===== src/rtl/seg_pkg.sv =====
// Shared constants and types for the multiplexed seven-segment scan driver.
package seg_pkg;

   localparam logic [7:0] SEG_OFF = 8'hFF;

   typedef logic [0:0] seg_state_t;
   localparam seg_state_t BLANK = 1'b0;
   localparam seg_state_t DRIVE = 1'b1;

   // Active-low gfedcba glyphs; the low slice holds hex digit 0.
   localparam logic [15:0][6:0] SEG_HEX_TBL = {
      7'h0E, 7'h06, 7'h21, 7'h46, 7'h03, 7'h08, 7'h10, 7'h00,
      7'h78, 7'h02, 7'h12, 7'h19, 7'h30, 7'h24, 7'h79, 7'h40
   };

endpackage


===== src/rtl/seg_hex_decode.sv =====
// Combinational hex nibble to active-low seven-segment glyph decoder.
module seg_hex_decode
   import seg_pkg::*;
(
   input  logic [3:0] hex,
   output logic [6:0] seg
);

   assign seg = SEG_HEX_TBL[hex];

endmodule


===== src/rtl/seg_scan_driver.sv =====
// Multiplexed seven-segment scan driver with double-buffered, frame-aligned loads.
// Define SEG_LZ_BLANK_EN to blank leading zeros on digits above digit 0.
module seg_scan_driver
   import seg_pkg::*;
#(
   parameter int unsigned DIGITS    = 6,
   parameter int unsigned SCAN_DIV  = 50000,
   parameter int unsigned BLANK_CYC = 4
) (
   input  logic                  CLK,
   input  logic                  Reset_n,
   input  logic [4*DIGITS-1:0]   Data,
   input  logic [DIGITS-1:0]     Dp,
   input  logic                  Load,
   output logic                  Ready,
   output logic [7:0]            Segs,
   output logic [DIGITS-1:0]     En
);

   localparam int unsigned CNT_W = $clog2(SCAN_DIV);
   localparam int unsigned IDX_W = (DIGITS > 1) ? $clog2(DIGITS) : 1;
   localparam logic [CNT_W-1:0] CNT_LAST  = CNT_W'(SCAN_DIV - 1);
   localparam logic [CNT_W-1:0] CNT_BLANK = CNT_W'(BLANK_CYC);
   localparam logic [IDX_W-1:0] IDX_LAST  = IDX_W'(DIGITS - 1);

   logic [CNT_W-1:0]    cnt_q, cnt_d;
   logic [IDX_W-1:0]    idx_q, idx_d;
   seg_state_t          state_q, state_d;
   logic [4*DIGITS-1:0] pend_data_q, act_data_q;
   logic [DIGITS-1:0]   pend_dp_q, act_dp_q;
   logic                pend_valid_q;
   logic [7:0]          segs_q, segs_d;
   logic [DIGITS-1:0]   en_q, en_d;
   logic                frame_end, accept, commit;
   logic [3:0]          nibble;
   logic [6:0]          glyph, glyph_shown;

   // Ready is simply "no load waiting for a frame boundary".
   assign Ready     = ~pend_valid_q;
   assign accept    = Load & ~pend_valid_q;
   assign frame_end = (cnt_q == CNT_LAST) && (idx_q == IDX_LAST);
   assign commit    = frame_end & pend_valid_q;

   always_comb begin
      cnt_d = cnt_q + 1'b1;
      idx_d = idx_q;
      if (cnt_q == CNT_LAST) begin
         cnt_d = '0;
         idx_d = (idx_q == IDX_LAST) ? '0 : idx_q + 1'b1;
      end
      state_d = (cnt_d < CNT_BLANK) ? BLANK : DRIVE;
   end

   assign nibble = act_data_q[{idx_q, 2'b00} +: 4];

   seg_hex_decode u_hex_decode (
      .hex (nibble),
      .seg (glyph)
   );

`ifdef SEG_LZ_BLANK_EN
   logic [DIGITS-1:0] zero_above;
   logic              run_zero;

   // zero_above[i]: nibble i and every higher nibble are zero.
   always_comb begin
      run_zero   = 1'b1;
      zero_above = '0;
      for (int i = int'(DIGITS) - 1; i >= 0; i--) begin
         run_zero      = run_zero & (act_data_q[4*i +: 4] == 4'h0);
         zero_above[i] = run_zero;
      end
   end

   assign glyph_shown = ((idx_q != '0) && zero_above[idx_q] && !act_dp_q[idx_q]) ? 7'h7F
                                                                                  : glyph;
`else
   assign glyph_shown = glyph;
`endif

   always_comb begin
      segs_d = SEG_OFF;
      en_d   = '1;
      if (state_q == DRIVE) begin
         segs_d = {~act_dp_q[idx_q], glyph_shown};
         en_d   = ~(DIGITS'(1) << idx_q);
      end
   end

   always_ff @(posedge CLK or negedge Reset_n) begin
      if (!Reset_n) begin
         cnt_q        <= '0;
         idx_q        <= '0;
         state_q      <= BLANK;
         segs_q       <= SEG_OFF;
         en_q         <= '1;
         pend_data_q  <= '0;
         pend_dp_q    <= '0;
         pend_valid_q <= 1'b0;
         act_data_q   <= '0;
         act_dp_q     <= '0;
      end else begin
         cnt_q   <= cnt_d;
         idx_q   <= idx_d;
         state_q <= state_d;
         segs_q  <= segs_d;
         en_q    <= en_d;
         if (commit) begin
            act_data_q   <= pend_data_q;
            act_dp_q     <= pend_dp_q;
            pend_valid_q <= 1'b0;
         end else if (accept) begin
            pend_data_q  <= Data;
            pend_dp_q    <= Dp;
            pend_valid_q <= 1'b1;
         end
      end
   end

   assign Segs = segs_q;
   assign En   = en_q;

endmodule

===== config.mk =====
export PLATFORM = sky130hd
export DESIGN_NAME = seg_scan_driver
export DESIGN_NICKNAME = d
export VERILOG_FILES = /design/src/rtl/seg_pkg.sv /design/src/rtl/seg_hex_decode.sv /design/src/rtl/seg_scan_driver.sv
export SDC_FILE = /design/constraint.sdc
export NUM_CORES = 1
export LEC_CHECK = 0
export CORE_ASPECT_RATIO = 2
export CORE_MARGIN = 10
export CORE_UTILIZATION = 50
export DETAILED_ROUTE_END_ITERATION = 16
export PLACE_DENSITY = 0.82
export SYNTH_ARGS = -nofsm -noshare
export SYNTH_HDL_FRONTEND = slang
export SYNTH_SLANG_ARGS = --single-unit

===== constraint.sdc =====
create_clock -name CLK -period 2.6 [get_ports CLK]
set_input_delay 0.52 -clock CLK [delete_from_list [all_inputs] [get_ports CLK]]
set_output_delay 0.52 -clock CLK [all_outputs]
set_load 0.02 [all_outputs]

==> results of run 1 <==
==> worst paths after layout <==
check	endpoint	from	slack, ns	cells past startpoint
setup / recovery	Segs[3]	idx_q[1]	0.24	7
hold / removal	pend_dp_q[0]	Reset_n	0.10	1
setup reg to reg	Segs[3]	idx_q[1]	0.24	7
hold reg to reg	cnt_q[0]	cnt_q[0]	0.48	1
max in group asynchronous	pend_data_q[20]	Reset_n	1.83	2
min in group CLK	cnt_q[0]	cnt_q[0]	0.48	1
==> logic make-up after synthesis <==
| logic type | after synthesis | share of synthesized area |
|---|---|---|
| XOR/XNOR | 16 | 0.03107 |
| flip-flops | 95 | 0.5309 |
| AND/OR/NAND/NOR | 80 | 0.09903 |
| multiplexers | 77 | 0.2264 |
| AO/OA/AOI/OAI | 27 | 0.04744 |
| buffers and inverters | 29 | 0.04300 |
| adder cells (fa/ha/maj) | 8 | 0.02219 |
==> critical path: cells and delay by family, from the launching register on <==
kind / cells / cell delay, ns
multiplexers: 3 / 0.89
flip-flops: 1 / 0.59
AO/OA/AOI/OAI: 1 / 0.26
adder cells (fa/ha/maj): 1 / 0.26
AND/OR/NAND/NOR: 1 / 0.15
buffers and inverters: 1 / 0.13
==> area by class of cell <==
class                   count  area [um2]  share of cell area
repair buffers             58       575.6              0.1075
inverters                   8       30.03            0.005610
well taps                 102       127.6             0.02384
clock buffers              10       229.0             0.04278
multi-input cells         208        1926              0.3597
flip-flops and latches     95        2395              0.4474
clock inverters             6       70.07             0.01309
==> state kept, by name, indices dropped and copies added (netlist names) <==
| register | cells |
|---|---|
| act_data_q | 24 |
| Segs | 8 |
| pend_dp_q | 6 |
| idx_q | 3 |
| state_q | 1 |
| pend_data_q | 24 |
| pend_valid_q | 1 |
| act_dp_q | 6 |
| cnt_q | 16 |
| En | 6 |
==> cells in the mapped netlist (2+ instances only) <==
cell      number
xnor2_1        8
buf_6          3
buf_2          8
o221ai_1       3
inv_1          7
nor4_1         2
buf_12         3
and2_1         3
buf_1          3
nand2_1       17
nand3_1       12
clkbuf_1       3
dfstp_2       14
nand2b_1       2
mux2_2        37
dfrtp_1       81
o21a_1         2
mux4_2         5
mux2i_1        6
nor3b_1        2
o211ai_1       3
nor2_1        14
mux2_4        28
xor2_1         8
nor2b_1        4
o21ai_0        6
nand4_1        6
and3_1         6
nor3_1         4
a21oi_1        2
or3_1          2
ha_1           8
==> per-stage QoR <==
stage | cell area, um2 | utilization | hold WS (ns) | total power [W]
3_5_place_dp | 5054 | 0.5685 | 0.4758 | 0.001731
5_1_grt | 5353 | 0.6021 | 0.1360 | 0.003110
4_1_cts | 5353 | 0.6021 | 0.1151 | 0.003043
6_report | 5353 | 0.6021 | 0.1047 | 0.003015
2_1_floorplan | 4511 | - | 0.2244 | 0.001628
3_3_place_gp | 5054 | 0.5685 | 0.4630 | 0.001723
==> cell usage in the layout (no fill, tap or decap), drive strengths merged, types with 5 or more instances in the layout <==
master	n
ha	8
xor2	8
mux2	66
and3	6
dfrtp	81
mux4	5
xnor2	8
clkdlybuf4s50	46
nand3	13
nor2	14
nand4	6
dfstp	14
o21ai	6
nand2	17
buf	12
mux2i	6
clkbuf	10
inv	8
==> layer usage <==
layer	share of wire	up-vias	GRT usage
li1	-	1273	-
met1	0.35	1413	0.1487
met2	0.57	65	0.2490
met3	0.038	26	0.02998
met4	0.041	0	0.07710
met5	0	-	0
==> report_power, final <==
group / switching (W) / total (W) / internal, W
logic: 0.0000472 / 0.000133 / 0.0000859
registers: 0.0000335 / 0.00157 / 0.00153
clock network: 0.000565 / 0.00132 / 0.000750
==> impl_results.md, run 1 <==
* Clock sinks at 95
* Number of CTS-inserted buffers at 9
* Worst Setup End Kind: flip-flop
* Cell count after synthesis at 332
* DRT Wirelength at 8972 um
* Crit Path Max Fanout at 10
* Top post-synthesis cells by area: dfrtp_1 (45%), mux2_4 (9.3%), mux2_2 (9.2%), dfstp_2 (8.2%), mux4_2 (2.5%)
* Die footprint at 13450 um2
* Rel. slew slack at 0.7143
* Fmax at 0.4242 GHz
* Slew Viols, Final at 0
* CTS clk-pin slew, worst paths at 0.07 ns
* Area share of the largest cell type after synthesis at 0.4494
* HPWL after DPL at 6616 um
* Ys async rst share at 1.000
* Die H at 154.3 um
* Worst Path Arrival at 2.62 ns
* Dpl cells at 471
* Worst slew pin tran at 0.4276 ns
* Initial antenna violation count at 0
* Vias per cell at 5.702
* Clock root cell: clkbuf_16
* Worst Path Required at 2.86 ns
* # hold bufs at CTS at 0
* Synth Register Bits at 95
* Worst vdd ir at 0.4071 mV
* Final setup viols at 0
* Layout cell share with drive strength beyond 1 at 0.3065
* Layout fillers at 687
* Gp weighted congestion at 0.9287
* Cell Chain, Critical Path: mux2i_1, mux2_2, o22a_1, inv_1, ha_1, mux4_2, nand2b_1
* Largest stage delay, worst path at 0.59 ns
* Initial Utilization at 0.5074
* Antenna-violating nets left at 0
* Rows at 49
* DRT Pass-1 Iters at 4
* Leading area contributor after synthesis: dfrtp_1
* Post-synth EDFFs at 0
* MaxCap Viol Count at 0
* Pwr/cell area at 563.3 nW/um2
* H-tree depth at 3
* Final WS setup at 0.2424 ns
* Filler-free cell count of the finished design at 487
* Post-synth cell types at 52
* Total Neg Setup Slack at 0 ns
* Final net count at 421
* Fin Clk Skew at 0.008962 ns
* Pleak at 2.407 nW
* Min cycle time layout at 2.358 ns
* Critical path class: flip-flop to flip-flop
* Warnings, synthesis at 0
* Gr ovfl total at 0
* DRC at 0
* Total number of vias at 2777
* Worst hold path class: input port to asynchronous set/reset pin
* Crit start category: flip-flop
* Largest net degree at the start of global routing at 42
* Syn nets at 373
* CTS Buffer Depth at 2
* Post-CTS sizing at 0
* Setup Buffers After CTS at 0
* Input/output buffers at 47
* Cell area after synthesis at 4511 um2
* Vias in the first global route at 3072
* Global-route usage over all layers at 0.1412
* ANT cells at 0
* DR WL/cell at 18.42 um
* Period utilisation layout at 0.9068
* Register area share after synthesis at 0.5309
* CTS tree: built
* Mean Syn Cell Area at 13.59 um2
* Dpl ws at 0.09926 ns
* RSZ-0062 raised after global routing: false
* Top_reg_cell synth: dfrtp_1
* Slowest cell on crit path: dfrtp_1
* 1st-iter DRT viols at 186
* Status: completed
* Die W at 87.16 um
* Worst skew pair latency at 0.35 ns
* Layout area overhead at 18.67%
* First-pass GRT wire length at 15190 um
* Fin. Hold Viols at 0
* Ports at 48
* Core area at 8890 um2
No activity file was read; power rests on OpenSTA's default activity.
==> inputs of run 2 (changes only) <==
Settings changed: SLEW_MARGIN set to 20.
==> results of run 2 <==
The final DEF is identical to that of run 1; final timing and power are the same.
==> inputs of run 3 (changes only) <==
Settings changed: SKIP_CTS_REPAIR_TIMING set to 1.
==> results of run 3 <==
The final DEF is identical to that of run 1; final timing and power are the same.
